--- src/rtl/matrix_subtractor_if.sv ---
// Operand/result bundle between the matrix operation controller and the subtractor.
// Matrices are packed row-major, element k at bits [k*ELEM_W +: ELEM_W].
interface matrix_subtractor_if #(
    parameter int ELEM_W  = 8,
    parameter int MAX_DIM = 5
);
    localparam int NUM_ELEM = MAX_DIM * MAX_DIM;
    localparam int BUS_W    = NUM_ELEM * ELEM_W;

    logic             start;
    logic [BUS_W-1:0] matrix_a;
    logic [BUS_W-1:0] matrix_b;
    logic [1:0]       matrix_size;
    logic [BUS_W-1:0] result_out;
    logic             overflow;
    logic             done;

    modport master (
        output start,
        output matrix_a,
        output matrix_b,
        output matrix_size,
        input  result_out,
        input  overflow,
        input  done
    );

    modport slave (
        input  start,
        input  matrix_a,
        input  matrix_b,
        input  matrix_size,
        output result_out,
        output overflow,
        output done
    );
endinterface

--- src/rtl/matrix_subtractor.sv ---
// Element-wise signed A - B for square matrices of dimension 2..MAX_DIM.
// One registered stage: operands sampled on start, result/overflow/done registered together.
module matrix_subtractor #(
    parameter int ELEM_W  = 8,
    parameter int MAX_DIM = 5
) (
    input  logic               clk,
    input  logic               rst,
    matrix_subtractor_if.slave bus
);
    localparam int NUM_ELEM = MAX_DIM * MAX_DIM;
    localparam int BUS_W    = NUM_ELEM * ELEM_W;

    logic [ELEM_W:0]   diff     [NUM_ELEM];
    logic [NUM_ELEM-1:0] elem_ovf;
    logic [NUM_ELEM-1:0] active_mask;

    logic [BUS_W-1:0] result_d, result_q;
    logic             overflow_d, overflow_q;
    logic             done_d, done_q;

    // One sign-extended subtractor per slot; the extra bit exposes overflow.
    for (genvar k = 0; k < NUM_ELEM; k++) begin : g_sub
        logic [ELEM_W-1:0] a_elem;
        logic [ELEM_W-1:0] b_elem;

        assign a_elem      = bus.matrix_a[k*ELEM_W +: ELEM_W];
        assign b_elem      = bus.matrix_b[k*ELEM_W +: ELEM_W];
        assign diff[k]     = {a_elem[ELEM_W-1], a_elem} - {b_elem[ELEM_W-1], b_elem};
        assign elem_ovf[k] = diff[k][ELEM_W] ^ diff[k][ELEM_W-1];
    end

    // Active elements are packed contiguously from slot 0, no row stride.
    always_comb begin
        int unsigned dim;
        int unsigned active_cnt;
        dim        = int'(bus.matrix_size) + 2;
        active_cnt = dim * dim;
        for (int k = 0; k < NUM_ELEM; k++) begin
            active_mask[k] = (k < active_cnt);
        end
    end

    always_comb begin
        // NOTE: every *_d gets a default first so no path leaves it unassigned (no latch).
        result_d   = result_q;
        overflow_d = overflow_q;
        done_d     = 1'b0;

        if (bus.start) begin
            done_d     = 1'b1;
            overflow_d = |(elem_ovf & active_mask);
            for (int k = 0; k < NUM_ELEM; k++) begin
                result_d[k*ELEM_W +: ELEM_W] = active_mask[k] ? diff[k][ELEM_W-1:0] : '0;
            end
        end
    end

    always_ff @(posedge clk) begin
        // NOTE: non-blocking so every register updates from pre-edge values.
        if (rst) begin
            result_q   <= '0;
            overflow_q <= 1'b0;
            done_q     <= 1'b0;
        end else begin
            result_q   <= result_d;
            overflow_q <= overflow_d;
            done_q     <= done_d;
        end
    end

    assign bus.result_out = result_q;
    assign bus.overflow   = overflow_q;
    assign bus.done       = done_q;
endmodule

--- src/flat_wrapper.sv ---
// flat-port wrapper written by rule: the top's interface ports become plain ports
module matrix_subtractor_flat 
#(
    parameter int ELEM_W  = 8,
    parameter int MAX_DIM = 5
)
  (clk, rst, bus_start, bus_matrix_a, bus_matrix_b, bus_matrix_size, bus_result_out, bus_overflow, bus_done);
  matrix_subtractor_if #(.ELEM_W(ELEM_W), .MAX_DIM(MAX_DIM)) bus_i ();
  input  logic clk;
  input  logic rst;
  input wire logic [$bits(bus_i.start)-1:0] bus_start;
  input wire logic [$bits(bus_i.matrix_a)-1:0] bus_matrix_a;
  input wire logic [$bits(bus_i.matrix_b)-1:0] bus_matrix_b;
  input wire logic [$bits(bus_i.matrix_size)-1:0] bus_matrix_size;
  output wire logic [$bits(bus_i.result_out)-1:0] bus_result_out;
  output wire logic [$bits(bus_i.overflow)-1:0] bus_overflow;
  output wire logic [$bits(bus_i.done)-1:0] bus_done;
  assign bus_i.start = bus_start;
  assign bus_i.matrix_a = bus_matrix_a;
  assign bus_i.matrix_b = bus_matrix_b;
  assign bus_i.matrix_size = bus_matrix_size;
  assign bus_result_out = bus_i.result_out;
  assign bus_overflow = bus_i.overflow;
  assign bus_done = bus_i.done;
  matrix_subtractor #(.ELEM_W(ELEM_W), .MAX_DIM(MAX_DIM)) u_core (.clk(clk), .rst(rst), .bus(bus_i));
endmodule
--- config.mk ---
export PLATFORM = sky130hd
export DESIGN_NAME = matrix_subtractor_flat
export DESIGN_NICKNAME = d
export VERILOG_FILES = /design/src/rtl/matrix_subtractor_if.sv /design/src/rtl/matrix_subtractor.sv /design/src/flat_wrapper.sv
export SDC_FILE = /design/constraint.sdc
export NUM_CORES = 1
export LEC_CHECK = 0
export CAP_MARGIN = 20
export CORE_AREA = 2 2 235 237
export CTS_CLUSTER_DIAMETER = 80
export CTS_CLUSTER_SIZE = 10
export DETAILED_ROUTE_END_ITERATION = 6
export DIE_AREA = 0 0 237 239
export PLACE_DENSITY_LB_ADDON = 0.05
export SLEW_MARGIN = 20
export SYNTH_ARGS = -nofsm -noshare
export SYNTH_HDL_FRONTEND = slang
export SYNTH_SLANG_ARGS = --single-unit
export TNS_END_PERCENT = 20
--- constraint.sdc ---
create_clock -name clk -period 2.66 [get_ports clk]
set_clock_uncertainty 0.2 [all_clocks]
set_input_delay 0.399 -clock clk [delete_from_list [all_inputs] [get_ports clk]]
set_output_delay 0.399 -clock clk [all_outputs]
set_load 0.005 [all_outputs]
==> results.py, run 1 <==
metrics = {
    "floorplan": {
        "die_w_um": 237,
        "die-area_um2": 56600,
        "die_h_um": 239,
        "fp-row-count": 86,
        "initial_core_util": 0.284,
        "top_level_ports": 607,
        "design.core.area_um2": 54300,
    },
    "pwr": {
        "vdd_ir_drop_max_uv": 444,
        "p_leak_nw": 11.8,
        "power_density_nw_per_um2": 439,
    },
    "cts": {
        "clkTransAtPathRegs_ns": 0.06,
        "cts_tree": "yes",
        "hold_buffers": 0,
        "htree_levels": 1,
        "cts.sink_count": 202,
        "clock_path_buffers": 3,
        "cts_buffers": 27,
        "clk_latency_ns": 0.56,
        "root_buffer": "clkbuf_16",
    },
    "synth": {
        "ys_types": 63,
        "ys.warnings.count": 0,
        "synth_xor_xnor_area_share": 0.0772,
        "synth_top_family_by_area": "compound AO/OA/AOI/OAI gates",
        "yosysTopAreaCell": "dfxtp_1",
        "netlist_top_cells_count": "nor2_1, inv_1, ha_1",
        "synthMuxAreaShare": 0.00341,
        "synth_top_cell_area_share": 0.262,
        "syn_inst": 1945,
        "synthesis.nets": 2578,
        "syn-cell-area_um2": 15400,
        "synth_compound_area_frac": 0.205,
        "synth.most_common_cell": "nor2_1",
        "async_reset_ff_frac": 0,
        "ys_ff_latch": 202,
        "synth_ff_type": "dfxtp_1",
        "syn_area_per_cell_um2": 7.93,
        "yosys.area_share.simple": 0.176,
        "ys_seq_area_frac": 0.262,
        "synth-edff-count": 0,
        "synthAdderAreaFrac": 0.197,
        "ys_top_cells_by_area": "dfxtp_1, ha_1, nor2_1",
    },
    "global_route": {
        "grt_first_pass_wirelength_um": 98800,
        "gr-total-overflow": 0,
        "grt_use_total": 0.225,
        "grt_max_degree": 58,
        "grt_pass1_vias": 17000,
        "antenna_found_initial": 25,
    },
    "status": {
        "status": "finished, violations left",
        "violations": "negative setup slack",
    },
    "setup_path": {
        "worstSetupStartpointType": "input pin",
        "worst_ep_arrival_time_ns": 2.98,
        "path_class": "in2reg",
        "required_ns": 2.90,
        "r2r_slack_ns": 1.76,
        "critPathCaptureType": "flop",
        "crit_fanout": 2,
    },
    "routing": {
        "ant_nets": 0,
        "wirelength_um": 66500,
        "first_pass_iters": 4,
        "drc": 0,
        "wire_per_inst_um": 18.5,
        "drt_iter0_markers": 548,
        "vias": 16900,
        "drt-vias-per-instance": 4.69,
    },
    "place": {
        "hpwl_um": 52900,
        "gp_congestion": 0.895,
        "numPortBuffers": 606,
        "dp.cells": 3512,
    },
    "timing": {
        "worst_pin_slew_ns": 0.992,
        "maxSlewHeadroom": 0.338,
        "whs_ns": 0.0363,
        "min_period_ns": 2.75,
        "final-hold-violation-count": 0,
        "slew_violations": 0,
        "fin_ws_ns": -0.0854,
        "fin_crit_sh": 1.03,
        "finalSetupViolCount": 2,
        "grt_setup_unrepaired": "true",
        "fmax_ghz": 0.364,
    },
    "worst_hold_path": {
        "worst_hold_path_type": "in2reg",
    },
    "layout": {
        "utilization": 0.487,
        "fin_cells": 3592,
        "final_nets": 3497,
        "syn_to_final_growth_pct": 71.6,
        "fillers": 5325,
        "layout-drive-gt1-share": 0.195,
    },
    "job": {
        "maxCapViolCount": 0,
    },
}
-- cell families after synthesis --
group                    after synthesis
XOR/XNOR                             136
multiplexers                           5
AND/OR/NAND/NOR                      583
AO/OA/AOI/OAI                        465
adder cells (fa/ha/maj)              228
buffers and inverters                326
flip-flops                           202
-- metal layers --
| layer | share of wire | GRT usage | vias to the layer above | wire (µm) |
|---|---|---|---|---|
| met3 | 0.076 | 0.0703 | 107 | 5050 |
| li1 | - | - | 8555 | - |
| met2 | 0.49 | 0.398 | 436 | 32400 |
| met5 | 0.0023 | 0 | - | 156 |
| met1 | 0.40 | 0.258 | 7741 | 26800 |
| met4 | 0.031 | 0.0725 | 22 | 2070 |
-- path summary, 6_finish.rpt --
check | start | end | depth (start not counted)
setup / recovery | bus_matrix_b[34] | u_core.bus.overflow | 11
setup reg to reg | u_core.bus.result_out[188] | u_core.bus.result_out[188] | 2
hold / removal | rst | u_core.bus.result_out[176] | 2
hold reg to reg | u_core.bus.result_out[140] | u_core.bus.result_out[140] | 2
-- flip-flops by register name (all words and copies together) (netlist names) --
name,flops
u_core.bus.done,1
u_core.bus.overflow,1
u_core.bus.result_out,200
-- critical path, cell delays in order --
cell	delay, ns
clkdlybuf4s50_1	0.45
inv_1	0.06
ha_4	0.24
a21o_1	0.18
a2111o_1	0.43
a21o_1	0.19
a21oi_2	0.16
xnor2_2	0.17
nand4_1	0.17
o41ai_2	0.40
a31oi_1	0.13
-- cell usage in the layout, fill, tap and decap left out, drive strengths merged, types with 67 or more instances in the layout --
cell type and instances:
buf 355, a21oi 128, dfxtp 202, nand2 80, xnor2 69, xor2 67, ha 203, nor2 256
clkdlybuf4s50 566, inv 259, a22oi 121
-- where the power goes --
part           internal, mW  switching, mW
clock                  2.31           1.51
sequential             3.22          0.101
combinational          2.53           1.95
total                  8.05           3.56
-- final cells by class --
class	instances	area, µm²	share of cell area
multi-input combinational	1417	10900	0.412
timing repair buffer	958	8760	0.331
sequential	202	4040	0.153
inverter	258	988	0.0373
tap	704	881	0.0333
clock buffer	30	687	0.0259
clock inverter	10	183	0.00690
antenna	13	32.5	0.00123
-- metrics by stage --
step                TNS (ns)  area [µm²]  total power [mW]  setup WS, ns
finish                -0.112       26500              11.6       -0.0854
CTS                  -0.0530       26100              11.7       -0.0530
global route          -0.299       26500              12.3        -0.222
detailed placement    -13.88       24700              7.60         -1.07
floorplan            -0.0572       15500              5.37       -0.0572
global placement      -12.70       24700              7.58        -0.999
-- timing repair --
item / CTS / global route
endpoints found under the setup margin: 1 / 2
pin swaps: 81 / 52
setup buffers: 18 / 10
resized for setup: 139 / 65
(Power assumes the default switching activity.)
==> inputs of run 2 (changes only) <==
CTS_BUF_LIST = sky130_fd_sc_hd__clkbuf_8   (was default)
==> run 2 against run 1 <==
The run still ends with negative setup slack left; largest power group unchanged; wire length down 0.40%; die area unchanged; design area down 1.3%; setup slack better by 0.049 ns.
==> results.py, run 2 (same netlist as run 1, synthesis figures left out) <==
metrics = {
    "cts": {
        "cts_buffers": 27,
        "clock_path_buffers": 3,
        "clk_latency_ns": 0.62,
        "cts_tree": "yes",
        "htree_levels": 1,
        "root_buffer": "clkbuf_8",
        "cts.sink_count": 202,
        "clkTransAtPathRegs_ns": 0.08,
    },
    "layout": {
        "final_cell_mix": "clkdlybuf4s50_1, buf_4, nor2_1",
        "largest_reg_flops": 200,
        "syn_to_final_growth_pct": 69.3,
        "layout_commonest_cell": "clkdlybuf4s50_1",
        "layout-drive-gt1-share": 0.192,
        "utilization": 0.481,
        "fillers": 5364,
        "final_nets": 3499,
    },
    "setup_path": {
        "path_class": "in2reg",
        "r2r_slack_ns": 1.76,
        "crit_buf_inv": 3,
        "critPathCaptureType": "flop",
        "required_ns": 2.95,
        "worst_ep_arrival_time_ns": 2.99,
        "crit_path_frequent_cell": "a21o_1",
        "worstSetupStartpointType": "input pin",
        "cp_cell_sequence": "buf_6 > inv_12 > ha_4 > inv_2 > fa_2 > a21o_1 > a2111o_1 > a21o_1 > a21oi_2 > xnor2_2 > nand4_1 > o41ai_2 > a31oi_1",
        "crit_slowest_cell": "a2111o_1",
        "crit_fanout": 2,
        "critPathMaxStageDelay_ns": 0.43,
        "critical_path.top_delay_family": "compound AO/OA/AOI/OAI gates",
    },
    "place": {
        "gp_congestion": 0.895,
        "numPortBuffers": 606,
        "hpwl_um": 52900,
        "dp_slack_ns": -1.07,
    },
    "timing": {
        "final-hold-violation-count": 0,
        "fin_crit_sh": 1.01,
        "finalSetupViolCount": 2,
        "grt_setup_unrepaired": "true",
        "whs_ns": 0.0468,
        "fin_ws_ns": -0.0366,
        "maxSlewHeadroom": 0.348,
        "fmax_ghz": 0.371,
        "slew_violations": 0,
        "worst_pin_slew_ns": 0.978,
        "min_period_ns": 2.70,
    },
    "routing": {
        "ant_nets": 0,
        "vias": 16900,
        "wirelength_um": 66200,
        "first_pass_iters": 7,
        "drt-vias-per-instance": 4.70,
        "drc": 0,
        "wire_per_inst_um": 18.4,
        "drt_iter0_markers": 536,
    },
    "worst_hold_path": {
        "worst_hold_path_type": "in2reg",
    },
    "global_route": {
        "grt_first_pass_wirelength_um": 98300,
        "antenna_found_initial": 27,
        "grt_max_degree": 58,
        "grt_pass1_vias": 17000,
        "gr-total-overflow": 0,
        "grt_use_total": 0.224,
    },
    "job": {
        "maxCapViolCount": 0,
    },
    "status": {
        "status": "finished, violations left",
        "violations": "negative setup slack",
    },
    "pwr": {
        "power_density_nw_per_um2": 405,
        "vdd_ir_drop_max_uv": 298,
        "p_leak_nw": 11.7,
    },
    "floorplan": {
        "die-area_um2": 56600,
        "design.core.area_um2": 54300,
        "die_h_um": 239,
        "fp-row-count": 86,
        "initial_core_util": 0.284,
        "top_level_ports": 607,
        "die_w_um": 237,
    },
}
[run 2: cell types whose count changed in the layout (fill, tap and decap cells not counted), sizes merged, moves of 2 or more]
cell           delta
clkbuf            -3
clkdlybuf4s15     -2
clkdlybuf4s50     +2
inv               +2
[run 2: layer usage]
metal	vias up	share of wire	track usage	wire length [µm]
met1	7743	0.40	0.255	26600
met4	24	0.030	0.0708	2010
li1	8549	-	-	-
met5	-	0.0026	0	175
met3	114	0.076	0.0717	5050
met2	450	0.49	0.397	32400
[run 2: tightest hold or removal path, cell delays in order]
cell and delay, ns:
clkbuf_2 0.11, ha_4 0.12, nor3_1 0.04, a21oi_1 0.10, nor2_1 0.04
[run 2: metrics by stage]
| stage | cells | power (mW) | setup TNS (ns) | cell area [µm²] |
|---|---|---|---|---|
| 2_1_floorplan | 1945 | 5.37 | -0.0572 | 15500 |
| 3_5_place_dp | 3512 | 7.60 | -13.88 | 24700 |
| 5_1_grt | 3591 | 11.3 | -0.156 | 26100 |
| 6_report | 3595 | 10.6 | -0.0392 | 26100 |
| 4_1_cts | 3571 | 10.6 | 0 | 25700 |
| 3_3_place_gp | 3512 | 7.58 | -12.70 | 24700 |
[run 2: worst paths after layout]
kind / from / end / cells past startpoint
worst max-delay path: bus_matrix_a[32] / u_core.bus.overflow / 13
worst min register to register: u_core.bus.result_out[129] / u_core.bus.result_out[129] / 2
worst max register to register: u_core.bus.result_out[188] / u_core.bus.result_out[188] / 2
worst min-delay path: bus_matrix_b[32] / u_core.bus.result_out[32] / 5
[run 2: power by group]
part | total, mW | switching [mW] | internal [mW] | leakage, nW
Clock | 2.81 | 1.39 | 1.42 | 0.297
Combinational | 4.46 | 1.94 | 2.52 | 9.77
Sequential | 3.31 | 0.101 | 3.21 | 1.65
[run 2: timing repair]
action | 4_1_cts | 5_1_grt
setup endpoints to repair | 1 | 2
resized for setup | 124 | 64
pin swaps | 73 | 44
endpoints found under the hold margin | 46 | 0
buffers inserted | 18 | 10
hold buffers | 1 | 0
[run 2: final cells by class]
cell class	instances	area, µm²	area share
multi-input cells	1417	10800	0.415
clock buffers	27	372	0.0142
diodes	14	35.0	0.00134
inverters	258	988	0.0378
repair buffers	960	8780	0.336
flip-flops and latches	202	4040	0.155
clock inverters	13	193	0.00737
well taps	704	881	0.0337
==> inputs of run 3 (changes only) <==
PLACE_DENSITY_LB_ADDON = default   (was 0.05)
==> run 3 against run 2 <==
The flow now finishes without violations; clock power decreased by 12%; die area unchanged; utilization is 0.55 points higher; sequential share of layout area decreased by 0.17 points; critical endpoint unchanged; highest routed layer unchanged.
==> results.py, run 3 (same netlist as run 1, synthesis figures left out) <==
metrics = {
    "setup_path": {
        "crit_fanout": 2,
        "critPathMaxStageDelay_ns": 0.42,
        "crit_path_frequent_cell": "inv_1",
        "path_class": "in2reg",
        "worst_ep_arrival_time_ns": 2.94,
        "required_ns": 2.95,
        "critical_path.top_delay_family": "compound AO/OA/AOI/OAI gates",
        "cp_cell_sequence": "clkdlybuf4s50_1 > inv_1 > ha_4 > inv_1 > fa_2 > a21oi_4 > o2111ai_2 > a21o_1 > a21oi_2 > xnor2_2 > o21bai_2 > buf_4 > and4_4 > a31oi_1",
        "worstSetupStartpointType": "input pin",
        "crit_slowest_cell": "fa_2",
        "critPathCaptureType": "flop",
        "crit_buf_inv": 4,
    },
    "floorplan": {
        "die_h_um": 239,
        "die_w_um": 237,
        "fp-row-count": 86,
        "top_level_ports": 607,
        "die-area_um2": 56600,
        "initial_core_util": 0.284,
        "design.core.area_um2": 54300,
    },
    "timing": {
        "worst_pin_slew_ns": 0.928,
        "finalSetupViolCount": 0,
        "grt_setup_unrepaired": "true",
        "slew_violations": 0,
        "fin_setup_tns_ns": 0,
        "fmax_ghz": 0.376,
        "whs_ns": 0.0820,
        "maxSlewHeadroom": 0.381,
        "fin_crit_sh": 0.999,
        "final-hold-violation-count": 0,
        "fin_ws_ns": 0.00145,
        "min_period_ns": 2.66,
    },
    "pwr": {
        "p_leak_nw": 11.9,
        "vdd_ir_drop_max_uv": 309,
        "power_density_nw_per_um2": 395,
        "total_power_mw": 10.4,
    },
    "global_route": {
        "gr-total-overflow": 0,
        "grt_use_total": 0.228,
        "antenna_found_initial": 18,
        "grt_max_degree": 58,
        "grt_first_pass_wirelength_um": 100000,
        "grt_pass1_vias": 17800,
    },
    "routing": {
        "drt_iter0_markers": 604,
        "wl_met1_um": 26000,
        "ant_nets": 0,
        "wire_per_inst_um": 18.9,
        "first_pass_iters": 5,
        "met3_length_um": 5590,
        "wirelength_um": 67800,
        "routed.top_layer": "met5",
        "drc": 0,
        "wl_met2_um": 33600,
        "vias": 17300,
        "drt-vias-per-instance": 4.82,
    },
    "cts": {
        "cts.sink_count": 202,
        "cts_tree": "yes",
        "clk_latency_ns": 0.60,
        "root_buffer": "clkbuf_8",
        "htree_levels": 1,
        "cts_buffers": 26,
        "clkTransAtPathRegs_ns": 0.08,
        "clock_path_buffers": 3,
    },
    "layout": {
        "multiInputGateArea_um2": 11100,
        "largest_reg_flops": 200,
        "ff_latch_area_um2": 4040,
        "final_nets": 3501,
        "utilization": 0.486,
        "fillers": 5234,
        "fin_cells": 3588,
        "layout-drive-gt1-share": 0.212,
        "layout_commonest_cell": "clkdlybuf4s50_1",
        "final_cell_mix": "clkdlybuf4s50_1, buf_4, nor2_1",
        "syn_to_final_growth_pct": 71.3,
        "final_area_um2": 26400,
    },
    "worst_hold_path": {
        "worst_hold_path_type": "in2reg",
    },
    "place": {
        "hpwl_um": 53600,
        "gp_congestion": 0.938,
        "dp.cells": 3493,
        "dp_slack_ns": -1.08,
        "numPortBuffers": 606,
        "postPlaceCellArea_um2": 24600,
    },
    "status": {
        "status": "finished, final reports clean",
    },
    "job": {
        "maxCapViolCount": 0,
    },
}
## run 3: cell types whose count changed in the layout (fill, tap and decap cells not counted), sizes merged
cell           change
clkinv             -3
inv                +1
diode              -6
clkdlybuf4s50     -28
dlygate4sd2        +6
dlymetal6s2s      +22
bufinv             -3
buf                +2
clkdlybuf4s15      +2
## run 3: area by class of cell
class,instances,share of cell area
Clock buffer,28,0.0146
Multi-Input combinational cell,1417,0.422
Timing Repair Buffer,963,0.336
Antenna cell,8,0.000758
Clock inverter,8,0.00350
Inverter,258,0.0374
Sequential cell,202,0.153
Tap cell,704,0.0333
## run 3: worst min-delay path: stages
cell            delay, ns
dlymetal6s2s_1       0.12
ha_4                 0.14
nor3_1               0.04
a21oi_1              0.10
nor2_1               0.04
## run 3: repair_timing
item	CTS	global route
endpoints found under the hold margin	38	0
hold buffers	1	0
pin swaps	96	98
endpoints found under the setup margin	1	4
buffers inserted	37	15
resized for setup	155	130
## run 3: final timing paths
check             cells past startpoint                          to  slack [ns]                       start
hold reg to reg                       2  u_core.bus.result_out[139]        0.26  u_core.bus.result_out[139]
hold / removal                        5    u_core.bus.result_out[0]        0.08             bus_matrix_b[0]
setup / recovery                     14         u_core.bus.overflow       0.001            bus_matrix_a[96]
setup reg to reg                      3   u_core.bus.result_out[11]        1.64   u_core.bus.result_out[11]
## run 3: per-layer routing
metal,up-vias,track usage
met5,-,0
met3,127,0.0762
met1,8104,0.246
li1,8529,-
met4,20,0.0786
met2,515,0.416
## run 3: power by group
part           internal, mW  leakage, nW  switching [mW]
Combinational          2.59         10.0            2.04
Clock                  1.15        0.254            1.34
Sequential             3.21         1.65           0.110
Total                  6.94         11.9            3.49
==> patch: new RTL, config.mk and constraints of run 1 <==
Take the reset off `result_q` and load it in a clocked block of its own.
--- a/src/rtl/matrix_subtractor.sv
+++ b/src/rtl/matrix_subtractor.sv
@@ -59,14 +59,16 @@
     always_ff @(posedge clk) begin
         // NOTE: non-blocking so every register updates from pre-edge values.
         if (rst) begin
-            result_q   <= '0;
             overflow_q <= 1'b0;
             done_q     <= 1'b0;
         end else begin
-            result_q   <= result_d;
             overflow_q <= overflow_d;
             done_q     <= done_d;
         end
+    end
+
+    always_ff @(posedge clk) begin
+        result_q <= result_d;
     end
 
     assign bus.result_out = result_q;
Formal check against the unedited RTL: not equivalent (a bounded check fails within 4 cycles, from zero or initial values and one cycle with rst high).
==> patch against run 1 <==
Hold slack better by 0.025 ns. Sequential power up 23%. Cell area up 2.6%. Routed wire length down 12%. Sequential cell count unchanged. Non-clock buffer count up 17. Total power up 9.9%. Synthesized area down 0.86%. Setup slack better by 0.12 ns. Maximum frequency up 4.5%. Synthesized cell count down 19%. Critical path type unchanged. Largest power group unchanged.
==> patch: results <==
critical_path:
  r2r_slack_ns: 1.80
  r2r-start: "u_core.bus.overflow$_SDFFE_PP0P_"
  cp-startpoint: "bus_matrix_a[48]"
  cp_data_arrival_time_ns: 2.86
power:
  ir_drop_uv: 453
  seq_power_w: 0.00407
  p_leak_nw: 12.2
  power_switching_w: 0.00356
  internal_power_w: 0.00921
  p_clk_w: 0.00398
worst_hold_path:
  worstHoldPathCells: 3
  hold_start: "bus_matrix_b[0]"
  hold-path-endpoint: "u_core.bus.result_out[0]$_SDFFCE_PN0P_"
synthesis:
  synthTopCellsByArea: "edfxtp_1, ha_1, inv_1, nor2_1, xnor2_1"
  syn_avg_cell_area_sq_um: 9.72
  synth_commonest_cells: "inv_1, nor2_1, ha_1, edfxtp_1, xnor2_1"
  ys_types: 50
  ys_seq_area_share_pct: 39.5
  synth_fp_nets: 2207
  synth_fa_ha_area_share_pct: 19.9
  synth-xor-area-share_pct: 7.61
  synth_compound_area_share_pct: 10.1
  synth_edf_count: 200
  synthMuxAreaShare_pct: 0
  synthFlopType: "edfxtp_1"
cts:
  cts_buffers: 28
cells_and_area:
  instances_no_fill: 3294
  syn_to_final_growth_pct: 77.6
  nets: 3191
  drive_gt1_share_pct: 24.9
outcome:
  outcome: "completed"
timing:
  slew_headroom_pct: 64.1
  setup_viol: 0
  max_freq_mhz: 380
  whs_ns: 0.0617
grt:
  grt_pass1_wl_mm: 85.8
  grt_usage_pct: 19.8
  antenna_found_initial: 28
  grt_max_degree: 49
placement:
  gp_congestion: 0.880
  dpl_cell_area_sq_um: 24400
  placed_cells: 3136
  pre_cts_ws_ns: -1.11
drt:
  vias: 14700
  wl_per_cell_um: 17.7
  drt_iter0_markers: 459
==> patch: cell count changes after synthesis, sizes merged, moves of 44 or more <==
cell    before  now
a22oi      121    0
nor2       256  212
edfxtp       0  200
a21oi      128   53
clkbuf      65   20
dfxtp      202    2
==> patch: area by class of cell <==
cell class / instances / share of cell area (%)
Inverter: 260 / 3.60
Tap cell: 704 / 3.24
Antenna cell: 12 / 0.111
Sequential cell: 202 / 22.3
Clock inverter: 14 / 0.691
Timing Repair Buffer: 975 / 33.0
Clock buffer: 36 / 2.77
Multi-Input combinational cell: 1091 / 34.3
==> patch: what timing repair did <==
item	CTS	global route
hold endpoints to repair	0	0
setup endpoints to repair	1	5
resized for setup	238	162
setup buffers	76	20
pin swaps	108	124
==> patch: routing by layer <==
layer	GRT usage, %	vias to the layer above	routed length [um]
li1	-	7356	-
met1	21.0	6783	21600
met2	36.2	382	29600
met3	7.27	118	5110
met4	6.69	32	1760
met5	0	-	212
